==> config.mk <==
export PLATFORM = sky130hd
export DESIGN_NAME = booth_seq_multiplier
export DESIGN_NICKNAME = d
export VERILOG_FILES = /design/src/rtl/booth_seq_multiplier.sv
export SDC_FILE = /design/constraint.sdc
export NUM_CORES = 1
export LEC_CHECK = 0
export CORE_ASPECT_RATIO = 1.2
export CORE_MARGIN = 4
export CORE_UTILIZATION = 40
export CTS_CLUSTER_SIZE = 25
export DETAILED_ROUTE_END_ITERATION = 6
export SKIP_LAST_GASP = 1
export SLEW_MARGIN = 20
export SYNTH_ARGS = -nofsm -noshare
export SYNTH_HDL_FRONTEND = slang
export SYNTH_SLANG_ARGS = --single-unit
==> constraint.sdc <==
create_clock -name clk -period 7.25 [get_ports clk]
set_input_delay 0.725 -clock clk [delete_from_list [all_inputs] [get_ports clk]]
set_output_delay 0.725 -clock clk [all_outputs]
set_load 0.01 [all_outputs]
==> src/rtl/booth_seq_multiplier.sv <==
// Sequential radix-2 Booth multiplier: 6x6 signed operands, 12-bit signed product.
// One Booth step per clock; a 7-bit accumulator absorbs the -32 subtraction case.
module booth_seq_multiplier (
  input  logic        clk,
  input  logic        rst,
  input  logic        start,
  input  logic [5:0]  multiplicand,
  input  logic [5:0]  multiplier,
  output logic [11:0] product,
  output logic        busy,
  output logic        done
);

  typedef enum logic [1:0] {
    IDLE = 2'd0,
    LOAD = 2'd1,
    RUN  = 2'd2,
    DONE = 2'd3
  } state_t;

  state_t      state;
  logic [5:0]  m_reg;
  logic [5:0]  q_cap;
  logic [6:0]  a;
  logic [5:0]  qreg;
  logic        q_1;
  logic [2:0]  count;

  logic [6:0]  m_ext;
  logic [6:0]  sum;
  logic [6:0]  a_next;
  logic [5:0]  q_next;
  logic        q1_next;

  // One Booth step: conditional add/subtract followed by arithmetic shift right
  always_comb begin
    m_ext = {m_reg[5], m_reg};
    sum   = a;
    case ({qreg[0], q_1})
      2'b01:   sum = a + m_ext;
      2'b10:   sum = a - m_ext;
      default: sum = a;
    endcase
    a_next  = {sum[6], sum[6:1]};
    q_next  = {sum[0], qreg[5:1]};
    q1_next = qreg[0];
  end

  // Control FSM and datapath registers; busy/done are registered from the next state
  always_ff @(posedge clk) begin
    if (rst) begin
      state   <= IDLE;
      m_reg   <= '0;
      q_cap   <= '0;
      a       <= '0;
      qreg    <= '0;
      q_1     <= 1'b0;
      count   <= '0;
      product <= '0;
      busy    <= 1'b0;
      done    <= 1'b0;
    end else begin
      case (state)
        IDLE: begin
          done <= 1'b0;
          if (start) begin
            m_reg <= multiplicand;
            q_cap <= multiplier;
            busy  <= 1'b1;
            state <= LOAD;
          end
        end
        LOAD: begin
          a     <= '0;
          qreg  <= q_cap;
          q_1   <= 1'b0;
          count <= 3'd6;
          state <= RUN;
        end
        RUN: begin
          a     <= a_next;
          qreg  <= q_next;
          q_1   <= q1_next;
          count <= count - 3'd1;
          // product is taken from the post-step value so it is valid on DONE entry
          if (count == 3'd1) begin
            product <= {a_next[5:0], q_next};
            busy    <= 1'b0;
            done    <= 1'b1;
            state   <= DONE;
          end
        end
        DONE: begin
          done  <= 1'b0;
          state <= IDLE;
        end
        default: begin
          busy  <= 1'b0;
          done  <= 1'b0;
          state <= IDLE;
        end
      endcase
    end
  end

endmodule
# After elaboration in Yosys (flattened, before gate mapping)
# Cells that the tools add are included.
# W data, S select, Z words.
[totals] reg_bits=45 out_inout_bits=14 word_cells=44
[classes] add_sub_neg=3 n_eq_ne=8 mux=13 reduce_logical=10
[op_table] op="$pmux W7 S2" count=2
[op_table] op="$pmux W6 S2" count=1
[op_table] op="$pmux W2 S4" count=1
[op_table] op="$reduce_and A2 Y1" count=4
[op_table] op="$add A7 B7 Y7" count=1
[op_table] op="$sub A7 B7 Y7" count=1
[op_table] op="$eq A2 B2 Y1 const B" count=3
[op_table] op="$pmux W1 S2" count=3
[op_table] op="$pmux W3 S2" count=1
[op_table] op="$reduce_bool A2 Y1" count=3
[op_table] op="$eq A2 B1 Y1 const B" count=2
[op_table] op="$mux W2" count=2
[op_table] op="$ne A2 B2 Y1 const B" count=2
[op_table] op="$eq A3 B1 Y1 const B" count=1
[op_table] op="$mux W1" count=3
[op_table] op="$reduce_and A3 Y1" count=1
[op_table] op="$sub A3 B1 Y3 const B" count=1
[op_table] op="$logic_not A2 Y1" count=1
[op_table] op="$reduce_or A2 Y1" count=1

# Depth between registers and ports, before layout
# Gate-level depths: netlist of the first run.
[depth] ltp_word=4 ltp_mapped=12

# Worst setup path after synthesis of the first run
# No wires, ideal clock.
[synth_timing] path_kind="register -> register" startpoint="reg q_1" endpoint="reg a[5]" setup_ns=0.066 arrival_time_ns=2.309 required_time_ns=7.184 setup_slack_ns=4.875 path_stages_with_launch=13 path_buffers=1 period_less_slack_ns=2.375 path_cell_list="dfxtp_1 -> inv_1 -> ha_1 -> buf_4 -> nor2_1 -> xnor2_1 -> ha_1 -> a211oi_1 -> o21a_1 -> nor4_1 -> nor2_1 -> or3_1 -> a21oi_2"
[synth_via] elab_chain_cells=3 elab_cells_between_ends=4
[synth_rtl] item="from (decl)" line_no="26" rtl="logic q_1;"
[synth_rtl] item="from (signal assigned)" line_no="83" rtl="q_1 <= q1_next;"
[synth_rtl] item="$eq A2 B2 Y1 or $eq A2 B1 Y1 (tied branches)" line_no="39" rtl="case ({qreg[0], q_1})"
[synth_rtl] item="$pmux W7 S2 *" line_no="39"
[synth_rtl] item="$pmux W7 S2 *" line_no="63" rtl="case (state)"
[synth_rtl] item="to (signal assigned)" line_no="81" rtl="a <= a_next;"
[synth_rtl] item="to (decl)" line_no="24" rtl="logic [6:0] a;"
# Every way passes the cells marked *; elsewhere a longest branch is shown, timed or not.
# A chain may end at the register's enable or synchronous reset.

# Worst setup path in the final report of the first run
[layout_timing] startpoint="reg m_reg[0]" endpoint="reg a[5]"
[layout_via] elab_chain_cells=3 elab_cells_between_ends=4
[layout_rtl] item="from (decl)" line_no="22" rtl="logic [5:0] m_reg;"
[layout_rtl] item="from (signal assigned)" line_no="67" rtl="m_reg <= multiplicand;"
[layout_rtl] item="$sub A7 B7 Y7 or $add A7 B7 Y7 (tied branches)" line_no="41, 40"
[layout_rtl] item="$pmux W7 S2 *" line_no="39"
[layout_rtl] item="$pmux W7 S2 *" line_no="63"
# Marks and branches as above.

==> results of run 1 <==
synthesized netlist by cell type (all sizes together), types with 2 or more instances:
| library cell | number |
|---|---|
| nor2 | 32 |
| o21a | 3 |
| o31ai | 2 |
| mux2i | 9 |
| a211oi | 9 |
| clkbuf | 11 |
| xnor2 | 5 |
| nand2 | 48 |
| dfxtp | 44 |
| buf | 5 |
| a21oi | 35 |
| nor3 | 7 |
| o41ai | 2 |
| and2 | 4 |
| nand2b | 4 |
| inv | 11 |
| ha | 13 |
| mux2 | 2 |
| nor2b | 5 |
| o21ai | 4 |
| xor2 | 2 |
placed cells by master (no fill, tap or decap), drive strengths merged, types with 5 or more instances in the layout:
cell type,n
clkdlybuf4s50,28
clkbuf,5
a211oi,9
inv,12
nor3,7
a21oi,35
nor2b,5
mux2i,9
nor2,32
ha,13
dfxtp,44
nand2,48
xnor2,5
power by group through the flow:
stage	Combinational [mW]	Sequential, mW	Clock (mW)
after floorplan	0.319	0.312	0
after global placement	0.389	0.315	0
after detailed placement	0.391	0.316	0
after CTS	0.392	0.311	0.199
after global routing	0.439	0.316	0.210
final	0.388	0.311	0.194
critical path, delay by kind of cell (launching register included):
family | cells | cell delay (ns)
AO/OA/AOI/OAI | 3 | 0.41
flip-flops | 1 | 0.41
AND/OR/NAND/NOR | 3 | 0.79
adder cells (fa/ha/maj) | 2 | 0.58
multiplexers | 1 | 0.24
buffers and inverters | 1 | 0.06
routing by layer:
layer	vias up	track usage (%)	part of all wire [%]
met1	843	20.0	48
met5	-	0	0
met2	23	23.9	48
met4	0	5.25	1.7
met3	6	3.37	2.9
li1	959	-	-
layout make-up:
class,instances,area (um2),share of cell area [%]
multi-input combinational,200,1200,46.1
sequential,44,881,33.9
timing repair buffer,29,288,11.1
tap,62,77.6,2.98
clock buffer,5,68.8,2.65
clock inverter,3,46.3,1.78
inverter,11,41.3,1.59
per-stage QoR:
step / hold slack (ns) / instances
2_1_floorplan: 0.433 / 271
3_3_place_gp: 0.442 / 346
3_5_place_dp: 0.447 / 346
4_1_cts: 0.460 / 354
5_1_grt: 0.488 / 354
6_report: 0.457 / 354
kinds of logic after synthesis:
logic type | count (synthesis) | synth area share (%)
adders and majority gates | 14 | 8.27
xor gates and xnor gates | 7 | 2.78
AOI/OAI and AO/OA | 61 | 17.1
and+or+nand+nor | 107 | 21.0
buffers and inverters | 27 | 5.89
muxes | 11 | 5.10
DFF | 44 | 39.9
final timing paths:
check / depth (start not counted) / end / slack, ns
worst max-delay path: 10 / a[5] / 4.70
worst min register to register: 2 / product[10] / 0.46
worst min-delay path: 2 / product[10] / 0.46
worst max register to register: 10 / a[5] / 4.70
==> metrics.md, run 1 <==
| Metric | Value |
|---|---|
| Largest net degree at the start of global routing | 45 |
| Die Ht | 89.4 um |
| Total negative slack | 0 ns |
| Area growth syn-to-layout | 17.7% |
| Pre-CTS setup slack | 4.71 ns |
| Fmax | 0.392 GHz |
| Power Total | 0.893 mW |
| Top cell type's share of synthesized area | 39.9% |
| Core area | 5330 um2 |
| Number of buffers created by CTS | 5 |
| Final ANT Viol Nets | 0 |
| Final worst path period share | 35.2% |
| Clock sinks | 44 |
| Fin util | 48.7% |
| Final setup fails | 0 |
| Nets | 320 |
| Static Leak | 0.939 nW |
| Root Driver | clkbuf_8 |
| Dominant synthesized flop cell | dfxtp_1 |
| Initial Util | 41.4% |
| Worst-path cell chain | inv_1 -> ha_1 -> mux2i_1 -> fa_1 -> a211oi_1 -> o21a_1 -> nor4_1 -> nor2_1 -> or3_1 -> a21oi_2 |
| Pre-Repair DR Iteration Count | 4 |
| Diode count | 0 |
| First-pass GRT wire length | 7.73 mm |
| CP peak stage delay | 0.41 ns |
| Hold/Removal Path Class | reg2reg |
| Crit. End Element | flip-flop |
| Worst skew pair latency | 0.30 ns |
| Number of buffers added on ports | 28 |
| Switching share of power | 38.0% |
| Starting DRT DRC Count | 127 |
| Post-route setup slack | 4.70 ns |
| CTS tree | done |
| DR vias | 1831 |
| Max_slew headroom | 36.1% |
| Peak supply drop | 0.269 mV |
| Setup Fix Bufs, Post-CTS | 0 |
| Avg Synthesized Cell Area | 8.15 um2 |
| Die width | 75.8 um |
| Kind of critical path | reg2reg |
| Worst Skew | 0.00737 ns |
| R2r startpoint | m_reg[0] |
| Mapped Cells | 271 |
| Crit path launch type | flip-flop |
| EDFF count, synth | 0 |
| Final wirelength | 4.58 mm |
| Slew Limit Fails | 0 |
| GRT Total Usage | 15.1% |
| Layout cells sized above 1 | 4.45% |
| Std-Cell Rows | 29 |
| Net switching power | 0.339 mW |
| Worst-path clk slew | 0.09 ns |
| Internal power | 0.553 mW |
| Clock network fraction of total power | 21.7% |
| Power share of the sequential group | 34.8% |
| Register area share after synthesis | 39.9% |
| Most flop-heavy register | product |
| Final min period | 2.55 ns |
| HP Start | product[10] |
| Ports | 29 |
| Vias per cell | 5.17 |
| Mapped Area | 2210 um2 |
| Area of placed instances | 2480 um2 |
| Synth area leader | dfxtp_1 |
| Worst-Margin Slew | 0.955 ns |
| Antenna violations before repair | 0 |
| Max Cap Violations | 0 |
| Vias in the first global route | 1669 |
| Routability cong. | 0.814 |
| CTS H-tree lvls | 2 |
| DR DRC count | 0 |
| Pwr dens | 343 nW/um2 |
| Crit path max fanout | 5 |
| Wire per inst | 12.9 um |
| CP startpoint | m_reg[0] |
| Flops & latches, synth | 44 |
| Filler instances | 565 |
| Unique cell type count in the Yosys netlist | 42 |
| WP data required | 7.49 ns |
| RSZ-0062 raised after global routing | no |
| Yosys warning count | 0 |
| CTS Hold Bufs | 0 |
| Run status | completed |
| Placed wire-length estimate | 3.31 mm |
| Combinational power share | 43.4% |
| Final Hold Viols | 0 |
| Grt total ovfl | 0 |
| Max reg flops | 12 |
| Ys async rst share | 0% |
| Ranking of synthesized cells by area | dfxtp_1 40%, nand2_1 8.2%, a21oi_1 7.5% |
| Cts repair resizes | 0 |
| Post-Syn Nets | 300 |
| Crit-path slowest cell | dfxtp_1 |
| Final Cell Area | 2600 um2 |
| Clock Tree Buf Depth | 2 |
| Die Area | 6780 um2 |
| Data arrival time of the worst path | 2.79 ns |
No activity file was read; power rests on OpenSTA's default activity.
==> run 2, diff against run 1 <==
Clock period 7.25 ns to 2.1 ns, I/O delays scaled along.
==> metrics.md, run 2 (synthesized netlist as in run 1, its figures left out) <==
| Metric | Value |
|---|---|
| Nets | 348 |
| Fmax | 0.423 GHz |
| Starting DRT DRC Count | 62 |
| HP Start | multiplier[4] |
| Number of buffers added on ports | 28 |
| Area growth syn-to-layout | 36.8% |
| Vias in the first global route | 1839 |
| Total negative slack | -0.933 ns |
| R2r startpoint | q_1 |
| Final min period | 2.36 ns |
| Finished Layout Cells | 382 |
| Routability cong. | 0.804 |
| Pre-Repair DR Iteration Count | 4 |
| Worst-path cell chain | inv_2 -> ha_4 -> mux2i_4 -> fa_2 -> a211oi_2 -> o21a_1 -> o211a_1 -> nor2_2 -> or3_1 -> a21oi_2 |
| Die Ht | 89.4 um |
| Data arrival time of the worst path | 2.60 ns |
| Hold/Removal Path Class | in2reg |
| Crit path max fanout | 5 |
| Antenna violations before repair | 0 |
| Max reg flops | 12 |
| Worst Skew | 0.00514 ns |
| Peak supply drop | 0.833 mV |
| Die width | 75.8 um |
| WP data required | 2.34 ns |
| CTS H-tree lvls | 2 |
| Grt total ovfl | 0 |
| Run status | finished with violations |
| Root Driver | clkbuf_8 |
| Most frequent cells in the layout | 48 x nand2_1, 40 x dfxtp_1, 30 x nor2_1, 30 x a21oi_1, 28 x clkdlybuf4s50_1 |
| Final setup fails | 8 |
| RSZ-0062 raised after global routing | yes |
| DR vias | 1947 |
| CTS tree | done |
| Worst skew pair latency | 0.29 ns |
| Placed wire-length estimate | 3.65 mm |
| Kind of critical path | reg2reg |
| Clock sinks | 44 |
| Max_slew headroom | 68.0% |
| First-pass GRT wire length | 8.46 mm |
| Layout cells sized above 1 | 21.9% |
| Wire per inst | 14.0 um |
| Failing checks | negative setup slack |
| Filler instances | 507 |
| Final wirelength | 5.34 mm |
| Most flop-heavy register | product |
| Diode count | 0 |
| CP peak stage delay | 0.38 ns |
| Final worst path period share | 113% |
| Crit-path slowest cell | fa_2 |
| Most common cell after layout, fill and taps aside | nand2_1 |
| Final ANT Viol Nets | 0 |
| Worst-path clk slew | 0.09 ns |
| Power Total | 3.64 mW |
| Std-Cell Rows | 29 |
| DR DRC count | 0 |
| Worst-Margin Slew | 0.480 ns |
| Number of buffers created by CTS | 5 |
| GRT Total Usage | 16.3% |
| CP startpoint | q_1 |
| Initial Util | 41.4% |
| Crit. End Element | flip-flop |
| Fin util | 56.6% |
| Core area | 5330 um2 |
| Static Leak | 1.15 nW |
| Vias per cell | 5.10 |
| Clock Tree Buf Depth | 2 |
| Crit path launch type | flip-flop |
| Max Cap Violations | 0 |
| DP Cell Count | 369 |
| Ports | 29 |
| Post-route setup slack | -0.265 ns |
| Die Area | 6780 um2 |
| Largest net degree at the start of global routing | 45 |
| Slew Limit Fails | 0 |
| Pwr dens | 1210 nW/um2 |
| Final Hold Viols | 0 |
## run 2: changes by cell type in the layout (fill, tap and decap cells not counted), sizes merged
cell,change
inv,-1
clkinv,+1
clkinvlp,-1
buf,+28
clkbuf,+1
## run 2: area by class of cell
class                      instances  area, um2  area share (%)
timing repair buffer              57        522            17.3
clock inverter                     2       38.8            1.28
clock buffer                       6       82.6            2.73
multi-input combinational        200       1370            45.4
sequential                        44        888            29.4
tap                               62       77.6            2.57
inverter                          11       41.3            1.37
## run 2: worst max-delay path: cells and delay by family, from the launching register on
kind,cells,cell delay [ns]
DFF,1,0.34
adders and majority gates,2,0.57
AOI/OAI and AO/OA,4,0.77
muxes,1,0.20
buffers and inverters,1,0.04
and+or+nand+nor,2,0.38
## run 2: repair_timing
item,in CTS,in global routing
gates resized for setup,14,13
cloned,0,0
buffers inserted,3,4
hold buffers,0,0
endpoints found under the setup margin,8,8
pin swaps,14,23
## run 2: through the flow
stage          hold WS, ns  worst slack (ns)  area [um2]
6_report             0.452            -0.265        3020
5_1_grt              0.461            -0.359        3020
3_3_place_gp         0.444            -0.266        2710
4_1_cts              0.445            -0.129        2940
2_1_floorplan        0.338           -0.0963        2250
3_5_place_dp         0.449            -0.308        2710
## run 2: path summary, 6_finish.rpt
path | endpoint | slack [ns] | cells after the start
min reg2reg | product[4] | 0.46 | 2
min | q_cap[4] | 0.45 | 3
max | a[5] | -0.26 | 10
max reg2reg | a[5] | -0.26 | 10
## run 2: per-layer routing
metal	track usage [%]	part of all wire, %	up-vias
met4	5.25	1.4	0
met5	0	0	-
met3	2.36	1.4	5
met1	19.5	42	918
li1	-	-	1009
met2	29.2	55	15
## run 2: where the power goes
part	total, mW	internal [mW]	switching (mW)
logic	1.88	0.909	0.975
clock network	0.685	0.389	0.296
registers	1.07	0.978	0.0945
==> run 3, diff against run 2 <==
Settings changed: SETUP_SLACK_MARGIN set to 0.3, SKIP_CTS_REPAIR_TIMING set to 1.
==> metrics.md, run 3 (synthesized netlist as in run 1, its figures left out) <==
| Metric | Value |
|---|---|
| Worst skew pair latency | 0.29 ns |
| Crit path max fanout | 7 |
| FF-to-FF End | a[5] |
| CTS H-tree lvls | 2 |
| Pre-CTS setup slack | -0.167 ns |
| Clock sinks | 44 |
| Final worst path period share | 111% |
| Most common cell after layout, fill and taps aside | nand2_1 |
| Clock Tree Buf Depth | 2 |
| Slew Limit Fails | 0 |
| DR top layer | met4 |
| CP peak stage delay | 0.38 ns |
| Most flop-heavy register | product |
| Switching share of power | 37.4% |
| Crit path launch type | flip-flop |
| Nets | 344 |
| Vias per cell | 5.13 |
| Starting DRT DRC Count | 67 |
| Area growth syn-to-layout | 32.7% |
| R2r startpoint | q_1 |
| Combinational power share | 50.6% |
| Max_slew headroom | 68.5% |
| CP startpoint | q_1 |
| M1 WL | 2.15 mm |
| Root Driver | clkbuf_8 |
| Worst-path clk slew | 0.09 ns |
| Std-Cell Rows | 29 |
| Number of buffers added on ports | 28 |
| Internal power | 2.18 mW |
| Die Area | 6780 um2 |
| Met3 routed WL | 98 um |
| Worst r2r path cells | 10 |
| Layout cells sized above 1 | 20.6% |
| Static Leak | 1.10 nW |
| Largest delay contributor family on the critical path | compound AO/OA/AOI/OAI gates |
| CTS tree | done |
| Fmax | 0.430 GHz |
| Final setup fails | 6 |
| Core area | 5330 um2 |
| Filler instances | 496 |
| Total negative slack | -0.800 ns |
| Kind of critical path | reg2reg |
| RSZ-0062 raised after global routing | yes |
| Max Cap Violations | 0 |
| Grt total ovfl | 0 |
| Worst Skew | 0.00670 ns |
| Die width | 75.8 um |
| DR DRC count | 0 |
| Post-route setup slack | -0.224 ns |
| Worst-path cell chain | inv_2 -> ha_4 -> mux2i_4 -> fa_2 -> a211oi_2 -> o21a_1 -> o211a_1 -> nor2_2 -> or3_4 -> a21oi_2 |
| Placed wire-length estimate | 3.54 mm |
| WP data required | 2.34 ns |
| Reg2Reg Setup Slack | -0.22 ns |
| First-pass GRT wire length | 8.35 mm |
| Routability cong. | 0.777 |
| Initial Util | 41.4% |
| Hold/Removal Path Class | in2reg |
| Peak supply drop | 0.662 mV |
| Failing checks | negative setup slack |
| Final min period | 2.32 ns |
| Crit-path slowest cell | fa_2 |
| Final ANT Viol Nets | 0 |
| Antenna violations before repair | 0 |
| Pwr dens | 1190 nW/um2 |
| Clock network fraction of total power | 18.6% |
| Diode count | 0 |
| Largest net degree at the start of global routing | 45 |
| Worst-Margin Slew | 0.472 ns |
| Pre-Repair DR Iteration Count | 4 |
| Final wirelength | 4.86 mm |
| Finished Layout Cells | 378 |
| Run status | finished with violations |
| Max reg flops | 12 |
| Power share of the sequential group | 30.8% |
| DR vias | 1939 |
| DP Cell Count | 367 |
| Die Ht | 89.4 um |
| Most frequent cells in the layout | 48 x nand2_1, 40 x dfxtp_1, 30 x a21oi_1, 29 x nor2_1, 28 x clkdlybuf4s50_1 |
| Crit. path cell count | 10 |
| Ports | 29 |
| Number of buffers created by CTS | 5 |
| Crit. End Element | flip-flop |
| Hold slack final | 0.456 ns |
| Buf/Inv on CP | 1 |
| Met2 WL | 2.50 mm |
| GRT Total Usage | 16.0% |
| Data arrival time of the worst path | 2.56 ns |
| Final Hold Viols | 0 |
| Vias in the first global route | 1886 |
| Net switching power | 1.30 mW |
| Setup crit end | a[5] |
| Wire per inst | 12.9 um |
## run 3: worst min path at each step
stage,startpoint,end,cells past startpoint
floorplan,multiplicand[0],m_reg[0],2
global placement,q_cap[1],q_cap[1],2
detailed placement,product[1],product[1],2
CTS,multiplier[2],q_cap[2],3
global route,multiplicand[3],m_reg[3],3
finish,multiplicand[2],m_reg[2],3
## run 3: worst min-delay path: cells and delay by family
| family | cells | cell delay (ns) |
|---|---|---|
| and+or+nand+nor | 1 | 0.06 |
| buffers and inverters | 1 | 0.40 |
| AOI/OAI and AO/OA | 1 | 0.05 |
## run 3: routing by layer
metal / vias up / GRT usage, %
li1: 1003 / -
met1: 904 / 18.7
met2: 23 / 28.0
met3: 9 / 3.04
met4: 0 / 6.84
met5: - / 0
## run 3: power by group through the flow
stage / combinational, mW / clock (mW) / sequential, mW
floorplan: 1.20 / 0 / 1.08
global placement: 1.61 / 0 / 1.09
detailed placement: 1.63 / 0 / 1.09
CTS: 1.63 / 0.663 / 1.08
global route: 1.97 / 0.699 / 1.10
finish: 1.76 / 0.648 / 1.08
## run 3: metrics by stage
step | util [%] | total power [mW] | area, um2
floorplan | - | 2.28 | 2280
global placement | 50.9 | 2.70 | 2710
detailed placement | 50.9 | 2.72 | 2710
CTS | 52.9 | 3.37 | 2820
global route | 55.0 | 3.76 | 2930
finish | 55.0 | 3.49 | 2930
## run 3: layout make-up
cell class | instances | area, um2 | share of cell area, %
clock inverters | 3 | 42.5 | 1.45
well taps | 62 | 77.6 | 2.65
multi-input cells | 200 | 1350 | 46.0
inverters | 11 | 41.3 | 1.41
clock buffers | 5 | 68.8 | 2.35
flip-flops and latches | 44 | 886 | 30.2
repair buffers | 53 | 468 | 16.0
